### config.mk
export PLATFORM = sky130hd
export DESIGN_NAME = execute
export DESIGN_NICKNAME = d
export VERILOG_FILES = /design/src/rtl/execute.sv
export SDC_FILE = /design/constraint.sdc
export NUM_CORES = 2
export LEC_CHECK = 0
export CAP_MARGIN = 20
export CORE_MARGIN = 2
export CORE_UTILIZATION = 45
export DETAILED_ROUTE_END_ITERATION = 7
export GPL_TIMING_DRIVEN = 0
export PLACE_DENSITY = 0.75
export SKIP_CTS_REPAIR_TIMING = 1
export SLEW_MARGIN = 10
export SYNTH_ARGS = -nofsm -noshare
export SYNTH_HDL_FRONTEND = slang
export SYNTH_SLANG_ARGS = --single-unit
### constraint.sdc
create_clock -name clk -period 4.5 [get_ports clk]
set_input_delay 0.45 -clock clk [delete_from_list [all_inputs] [get_ports clk]]
set_output_delay 0.45 -clock clk [all_outputs]
set_load 0.01 [all_outputs]
### src/rtl/execute.sv
// Execute stage: operand forwarding, ALU, branch/jump redirect, multiplier,
// and the E->M pipeline register.
// Build option: define MUL_FAST_EN for a single-cycle combinational
// multiplier; leave it undefined for the iterative shift-add FSM.
//
// state | meaning
// IDLE  | no multiply in flight; a new isMulE latches operands
// BUSY  | one shift-add step per cycle, 32 steps
// DONE  | sign-corrected product presented to the M register
module execute #(
  parameter int DATA_WIDTH = 32,
  parameter int ROM_WIDTH  = 12,
  parameter int RF_WIDTH   = 5
) (
  input  logic                  clk,
  input  logic                  rst,
  input  logic                  regWriteE,
  input  logic [1:0]            resultSelE,
  input  logic                  memWriteE,
  input  logic [1:0]            _pcSelE,
  input  logic [3:0]            aluCtrlE,
  input  logic                  aluSelE,
  input  logic [DATA_WIDTH-1:0] dout1E,
  input  logic [DATA_WIDTH-1:0] dout2E,
  input  logic [ROM_WIDTH-1:0]  pcE,
  input  logic [RF_WIDTH-1:0]   regAddr3E,
  input  logic [DATA_WIDTH-1:0] immExtE,
  input  logic                  branchE,
  input  logic [2:0]            memCtrlE,
  input  logic                  isMulE,
  input  logic [1:0]            fwdAE,
  input  logic [1:0]            fwdBE,
  input  logic [DATA_WIDTH-1:0] resultW,
  output logic                  pcSrcE,
  output logic [ROM_WIDTH-1:0]  pcTargetE,
  output logic                  stallMul,
  output logic                  regWriteM,
  output logic [1:0]            resultSelM,
  output logic                  memWriteM,
  output logic [2:0]            memCtrlM,
  output logic [DATA_WIDTH-1:0] aluResultM,
  output logic [DATA_WIDTH-1:0] writeDataM,
  output logic [RF_WIDTH-1:0]   regAddr3M,
  output logic [ROM_WIDTH-1:0]  pcPlus4M
);

  localparam int DW = DATA_WIDTH;

  logic [DW-1:0]    srcA, fwdB, srcB, aluOut, jalrSum, mulResult;
  logic [4:0]       shamt;
  logic             cond, redirect, aSigned, bSigned, useMul;
  logic [2*DW-1:0]  prod;
  logic [1:0]       opSel;

  // Forwarding muxes; code 3 is reserved and falls back to the register file
  always_comb begin
    case (fwdAE)
      2'd1:    srcA = aluResultM;
      2'd2:    srcA = resultW;
      default: srcA = dout1E;
    endcase
    case (fwdBE)
      2'd1:    fwdB = aluResultM;
      2'd2:    fwdB = resultW;
      default: fwdB = dout2E;
    endcase
    srcB  = aluSelE ? immExtE : fwdB;
    shamt = srcB[4:0];
  end

  // ALU
  always_comb begin
    aluOut = '0;
    case (aluCtrlE)
      4'd0:    aluOut = srcA + srcB;
      4'd1:    aluOut = srcA - srcB;
      4'd2:    aluOut = srcA & srcB;
      4'd3:    aluOut = srcA | srcB;
      4'd4:    aluOut = srcA ^ srcB;
      4'd5:    aluOut = srcA << shamt;
      4'd6:    aluOut = srcA >> shamt;
      4'd7:    aluOut = $signed(srcA) >>> shamt;
      4'd8:    aluOut = DW'($signed(srcA) < $signed(srcB));
      4'd9:    aluOut = DW'(srcA < srcB);
      4'd10:   aluOut = srcB;
      default: aluOut = '0;
    endcase
  end

  // Branch condition and redirect target; redirect is suppressed while stalled
  always_comb begin
    cond = 1'b0;
    case (memCtrlE)
      3'd0:    cond = (srcA == fwdB);
      3'd1:    cond = (srcA != fwdB);
      3'd4:    cond = ($signed(srcA) < $signed(fwdB));
      3'd5:    cond = ($signed(srcA) >= $signed(fwdB));
      3'd6:    cond = (srcA < fwdB);
      3'd7:    cond = (srcA >= fwdB);
      default: cond = 1'b0;
    endcase
    jalrSum   = srcA + immExtE;
    redirect  = 1'b0;
    pcTargetE = pcE + immExtE[ROM_WIDTH-1:0];
    case (_pcSelE)
      2'd1:    redirect = branchE & cond;
      2'd2:    redirect = 1'b1;
      2'd3: begin
        redirect  = 1'b1;
        pcTargetE = {jalrSum[ROM_WIDTH-1:1], 1'b0};
      end
      default: redirect = 1'b0;
    endcase
    pcSrcE = redirect & ~stallMul;
  end

  assign aSigned = (aluCtrlE[1:0] == 2'd1) || (aluCtrlE[1:0] == 2'd2);
  assign bSigned = (aluCtrlE[1:0] == 2'd1);

`ifdef MUL_FAST_EN
  logic signed [2*DW+1:0] prodWide;

  // Single-cycle multiply: sign/zero-extend each operand by one bit
  always_comb begin
    prodWide = $signed({aSigned & srcA[DW-1], srcA}) * $signed({bSigned & srcB[DW-1], srcB});
    prod     = prodWide[2*DW-1:0];
    opSel    = aluCtrlE[1:0];
    useMul   = isMulE;
    stallMul = 1'b0;
  end
`else
  typedef enum logic [1:0] {IDLE, BUSY, DONE} mulState_t;
  localparam int CW = $clog2(DW);

  mulState_t        state, stateNext;
  logic [CW-1:0]    count;
  logic [2*DW-1:0]  mcand, acc;
  logic [DW-1:0]    mplier, magA, magB;
  logic             negRes;
  logic [1:0]       opLat;

  assign magA = (aSigned && srcA[DW-1]) ? -srcA : srcA;
  assign magB = (bSigned && srcB[DW-1]) ? -srcB : srcB;

  // FSM state register
  always_ff @(posedge clk) begin
    if (rst) state <= IDLE;
    else     state <= stateNext;
  end

  // Next state and stall; DONE returns to IDLE even if isMulE is still high
  always_comb begin
    stateNext = state;
    stallMul  = 1'b0;
    case (state)
      IDLE: if (isMulE) begin
        stallMul  = 1'b1;
        stateNext = BUSY;
      end
      BUSY: begin
        stallMul = 1'b1;
        if (count == CW'(DW - 1)) stateNext = DONE;
      end
      DONE:    stateNext = IDLE;
      default: stateNext = IDLE;
    endcase
  end

  // Operand latch in IDLE, then shift-add on magnitudes in BUSY
  always_ff @(posedge clk) begin
    if (rst) begin
      count  <= '0;
      acc    <= '0;
      mcand  <= '0;
      mplier <= '0;
      negRes <= 1'b0;
      opLat  <= 2'd0;
    end else if (state == IDLE && isMulE) begin
      count  <= '0;
      acc    <= '0;
      mcand  <= {{DW{1'b0}}, magA};
      mplier <= magB;
      negRes <= (aSigned & srcA[DW-1]) ^ (bSigned & srcB[DW-1]);
      opLat  <= aluCtrlE[1:0];
    end else if (state == BUSY) begin
      if (mplier[0]) acc <= acc + mcand;
      mcand  <= mcand << 1;
      mplier <= mplier >> 1;
      count  <= count + 1'b1;
    end
  end

  // Sign correction applied when the result leaves the FSM
  always_comb begin
    prod   = negRes ? -acc : acc;
    opSel  = opLat;
    useMul = (state == DONE);
  end
`endif

  assign mulResult = (opSel == 2'd0) ? prod[DW-1:0] : prod[2*DW-1:DW];

  // E->M pipeline register; a stall inserts a bubble
  always_ff @(posedge clk) begin
    if (rst) begin
      regWriteM  <= 1'b0;
      resultSelM <= '0;
      memWriteM  <= 1'b0;
      memCtrlM   <= '0;
      aluResultM <= '0;
      writeDataM <= '0;
      regAddr3M  <= '0;
      pcPlus4M   <= '0;
    end else if (stallMul) begin
      regWriteM  <= 1'b0;
      memWriteM  <= 1'b0;
    end else begin
      regWriteM  <= regWriteE;
      resultSelM <= resultSelE;
      memWriteM  <= memWriteE;
      memCtrlM   <= memCtrlE;
      aluResultM <= useMul ? mulResult : aluOut;
      writeDataM <= fwdB;
      regAddr3M  <= regAddr3E;
      pcPlus4M   <= pcE + ROM_WIDTH'(4);
    end
  end

endmodule

# ---- After elaboration in Yosys (flattened, before gate mapping)
# Cells that the tools add are included.
# Widths: inputs -> output; s select.
dict set report word_totals {
  output_inout_bits 102
  word_cells 110
  mem_bits_rw 0
  n_memories 0
  inputBits 167
  latch_bits 0
  register_bits 258
  romBits 0
}
dict set report op_classes {
  bitwise 9
  mul 0
  reduce_logical 14
  n_shift 3
  order_cmp 6
  n_div 0
  add_sub_neg 10
  n_mux 21
  n_eq_ne 31
}
# operator n
set op_table {}
lappend op_table {{$pmux 32 s11} 1}
lappend op_table {{$mux 32} 9}
lappend op_table {{$lt 32x32->1} 4}
lappend op_table {{$pmux 32 s2} 2}
lappend op_table {{$add 64x64->64} 1}
lappend op_table {{$ge 32x32->1} 2}
lappend op_table {{$mux 64} 1}
lappend op_table {{$neg 32->32} 2}
lappend op_table {{$neg 64->64} 1}
lappend op_table {{$add 32x32->32} 1}
lappend op_table {{$and 32x32->32} 1}
lappend op_table {{$eq 32x32->1} 1}
lappend op_table {{$ne 32x32->1} 1}
lappend op_table {{$or 32x32->32} 1}
lappend op_table {{$shl 32x5->32} 1}
lappend op_table {{$shr 32x5->32} 1}
lappend op_table {{$sshr 32x5->32} 1}
lappend op_table {{$sub 32x32->32} 1}
lappend op_table {{$xor 32x32->32} 1}
lappend op_table {{$add 12x12->12} 2}
lappend op_table {{$eq 4x3->1 const B} 4}
lappend op_table {{$add 12x3->12 const B} 1}
lappend op_table {{$eq 2x2->1 const B} 6}
lappend op_table {{$eq 3x3->1 const B} 4}
lappend op_table {{25 further kinds} 44}

# ---- Longest topological paths before layout
dict set report logic_depth {
  ltp_word 7
  ltp_mapped 22
}

# ---- Least setup slack after synthesis
# Ideal clock, no wire load.
dict set report synth_path {
  path_type {input port to flip-flop}
  from {in fwdBE[0]}
  to {reg aluResultM[30]}
  setup_ps 80
  t_required_ps 4420
  stages 20
  arrival_time_ps 4836
  path_slack_ps -416
  path_cell_list {inv_1 > ha_1 > clkbuf_1 > a221oi_1 > o31a_1 > buf_2 > buf_1 > clkbuf_1 > ha_1 > nor2b_1 > o21ai_0 > a211oi_1 > o21ai_0 > o211ai_1 > or4b_1 > a41oi_1 > o211ai_1 > and2_1 > o221a_2 > nor3b_1}
}
dict set report synth_between {
  elab_chain_len 6
  elab_cells_between_ends 14
  classes_between {2 x add/sub; 2 x eq/ne; 3 x shift; 4 x mux; 3 x bitwise}
}
# item line
set synth_rtl {}
lappend synth_rtl {{from (decl)} 32} ;# input logic [1:0] fwdBE,
lappend synth_rtl {{$eq 2x2->1 or $eq 2x1->1 (tied branches)} 62} ;# case (fwdBE)
lappend synth_rtl {{$pmux 32 s2 (*)} 62}
lappend synth_rtl {{$mux 32 (*)} 67} ;# srcB = aluSelE ? immExtE : fwdB;
lappend synth_rtl {{$sub 32x32->32, or another cell as far along} 76} ;# 4'd1: aluOut = srcA - srcB;
lappend synth_rtl {{$pmux 32 s11 (*)} 74} ;# case (aluCtrlE)
lappend synth_rtl {{$mux 32 (*)} 222} ;# aluResultM <= useMul ? mulResult : aluOut;
lappend synth_rtl {{to (signal assigned)} 222}
lappend synth_rtl {{to (decl)} 41} ;# output logic [DATA_WIDTH-1:0] aluResultM,
# Mark *: on every way between the ends. The rest lies on a longest branch, timed or not.
# A chain may end at the register's enable or synchronous reset.

# ---- Final worst setup path
dict set report layout_path {
  from {reg aluResultM[28]}
  to {out pcSrcE}
}
dict set report layout_between {
  elab_chain_len 6
  elab_cells_between_ends 12
  classes_between {4 x order compare; 2 x eq/ne; 4 x mux; 2 x bitwise}
}
# item line
set layout_rtl {}
lappend layout_rtl {{$pmux 32 s2, on equally long branches} {57, 62}}
lappend layout_rtl {{$ge 32x32->1, or another cell as far along} 99} ;# 3'd7: cond = (srcA >= fwdB);
lappend layout_rtl {{$pmux 1 s6 (*)} 93} ;# case (memCtrlE)
lappend layout_rtl {{$and 1x1->1 (*)} 106} ;# 2'd1: redirect = branchE & cond;
lappend layout_rtl {{$pmux 1 s2 (*)} 105} ;# case (_pcSelE)
lappend layout_rtl {{$and 1x1->1 (*)} 114} ;# pcSrcE = redirect & ~stallMul;
lappend layout_rtl {{to (decl)} 34} ;# output logic pcSrcE,
# Marked as above.

==> impl_results.md <==
* Total track usage at 0.516
* Area growth, synth to finish at 27.8%
* Cts bufs inserted at 34
* Worst Skew at 0.0316 ns
* Synthesis Warnings at 0
* Clock-pin slew on the worst setup and hold paths at 0.06 ns
* Hold_ws at 0.278 ns
* Synth async-reset ratio at 0
* Avg Cell Area, Syn at 7.06 sq um
* DIE HEIGHT at 252 microns
* IO Count at 269
* Hold crit path type: input pin to register
* Final routed DRC violation total at 10
* Die X at 252 microns
* WL final at 174,000 microns
* Fin. Hold Viols at 0
* Outcome: finished with violations
* Vias at 36,000
* Top cell type's share of synthesized area at 0.186
* Startpoint types: register
* Seq/Total Area, Yosys at 0.186
* Initial antenna violation count at 10
* Max-Cap Viols at 0
* First-pass iteration count of the detailed router at 8
* Setup_tns at -2.19 ns
* Worst-margin pin slew at 1.32 ns
* Placed instance area at 31,700 sq um
* Max Fanout on Critical Path at 4
* Clock root buffer: clkbuf_16
* Synth Cell Area at 27,700 sq um
* Commonest non-fill, non-tap cell in the layout: nand2_1
* Number of enable flip-flop cells after synthesis at 0
* Distinct cells, synth at 91
* Dominant cell type by area after synthesis: dfxtp_1
* # port buffers at 267
* Sink Count at 258
* Hold Crit Depth at 3
* Starting density of the core at 0.457
* Syn Inst Count at 3,923
* Post-route ant nets at 0
* Initial drt markers at 5,271
* Arr. time, crit path at 4.36 ns
* Failing checks: design-rule violations, negative setup slack
* Leak at 0.0142 uW
* Commonest non-fill, non-tap cells in the layout: nand2_1 (528), a21oi_1 (392), nor2_1 (347)
* Syn_nets at 4,322
* Avg WL per Cell at 33.7 microns
* Post-place setup slack at -3.13 ns
* Global-route wire length before repair at 236,000 microns
* WS Path Type: register to output pin
* VDD IR max at 0.342 mV
* Via/cell ratio at 6.98
* R2R setup slack at -0.24 ns
* Tcrit/Tclk final at 1.07
* FMAX at 208 MHz
* Endpoint class of the critical path: output pin
* Die ar. at 63,600 sq um
* Vias in the first global route at 32,300
* Final net count at 4,742
* CP required at 4.05 ns
* Synth top area cells: dfxtp_1 (19%), ha_1 (10%), a21oi_1 (7.4%)
* RSZ-0062 raised after global routing: true
* Slew headroom at 0.118
* Largest net degree at the start of global routing at 14
* Total core area at 60,600 sq um
* Power Dens Cells at 308 nW/um^2
* Gp weighted congestion at 1.15
* Fin area at 35,400 sq um
* Skew-Pair Late Insertion Delay at 0.59 ns
* TritonCTS clock tree: done
* Top FF cell, synth: dfxtp_1
* Layout cells sized above 1 at 0.127
* Post-layout min period at 4.81 ns
* CTS Buffer Depth at 3
* Hpwl dp at 136,000 microns
* Grt ovf at 0
* Filler cells at 5,755
* Setup WS post-layout at -0.311 ns
* Worst R2R Path Depth at 12
* #FFs+latches synth at 258
* Slew Viols, Final at 0
* H-Tree Depth at 2
* Setup violators final at 21
* Site Rows at 90
-- cells in the mapped netlist, types with 22 or more instances --
cell,instances
or2_2,23
ha_1,227
clkbuf_1,197
or3_1,26
nand4_1,35
a222oi_1,27
a21oi_1,407
nor2_1,348
a221oi_1,48
nor3_1,78
o21a_1,23
o211ai_1,35
xor2_1,48
and3_1,27
o22ai_1,44
nor2b_1,47
a22oi_1,45
inv_1,129
and2_1,31
o221ai_1,40
buf_2,28
nor4_1,22
xnor2_1,128
dfxtp_1,258
nand2_1,529
a21o_1,78
a31oi_1,35
a211oi_1,66
nand3_1,71
nand2b_1,26
o21ai_1,29
buf_1,39
o21ai_0,286
o31ai_1,32
a221o_1,45
o21bai_1,31
mux2i_1,109
-- final timing paths --
path	endpoint	start
setup / recovery	pcSrcE	aluResultM[28]
hold / removal	memCtrlM[0]	memCtrlE[0]
hold reg to reg	mplier[16]	mplier[16]
setup reg to reg	aluResultM[18]	aluResultM[31]
-- through the flow --
stage	util	std cells	power [uW]
6_report	0.584	5158	10900
5_1_grt	0.584	5151	11000
4_1_cts	0.543	5052	9900
3_5_place_dp	0.524	4991	7070
3_3_place_gp	0.519	4972	7050
2_1_floorplan	-	3923	5120
-- per-layer routing --
metal | track usage | up-vias | wire [microns]
met5 | 0 | - | 173
met4 | 0.450 | 6 | 19400
met3 | 0.190 | 973 | 24500
met2 | 0.760 | 2947 | 69900
met1 | 0.587 | 16700 | 59700
li1 | - | 15400 | -
-- state kept, by name, summed over array words and instances, names as in the netlist --
name / count
acc: 64
memCtrlM: 3
mcand: 64
memWriteM: 1
opLat: 2
state: 2
regWriteM: 1
regAddr3M: 5
mplier: 32
writeDataM: 32
count: 5
aluResultM: 32
pcPlus4M: 12
resultSelM: 2
negRes: 1
-- power breakdown --
| part | total (uW) | switching, uW | internal, uW |
|---|---|---|---|
| registers | 2560 | 160 | 2400 |
| clock network | 2860 | 1260 | 1600 |
| logic | 5480 | 3570 | 1910 |
| total | 10900 | 5000 | 5910 |
-- cell type report --
type,instances,area (sq um),area share
Clock inverter,19,216,0.00611
Buffer,253,1380,0.0389
Antenna cell,8,20.0,0.000565
Sequential cell,258,5170,0.146
Clock buffer,42,921,0.0260
Multi-Input combinational cell,3260,22400,0.632
Timing Repair Buffer,397,3780,0.107
Inverter,139,549,0.0155
Tap cell,782,978,0.0276
-- critical path: stages, from the launching register on --
cell	delay (ns)
dfxtp_1	0.88
a221o_2	0.45
o21ai_2	0.14
ha_4	0.30
nand4_1	0.23
nor4_4	0.35
nor3b_4	0.27
buf_4	0.16
o21ai_2	0.06
a21oi_4	0.18
a211oi_4	0.09
a221oi_2	0.25
nor4bb_1	0.09
nor3_1	0.14
buf_2	0.17
-- cell families after synthesis --
| family | Yosys count | share of synthesized area |
|---|---|---|
| simple gates | 1318 | 0.217 |
| fa+ha+maj | 232 | 0.106 |
| buf+inv | 405 | 0.0565 |
| compound gates | 1408 | 0.332 |
| mux | 126 | 0.0467 |
| xor+xnor | 176 | 0.0557 |
| flops | 258 | 0.186 |
No activity file was read; power rests on OpenSTA's default activity.
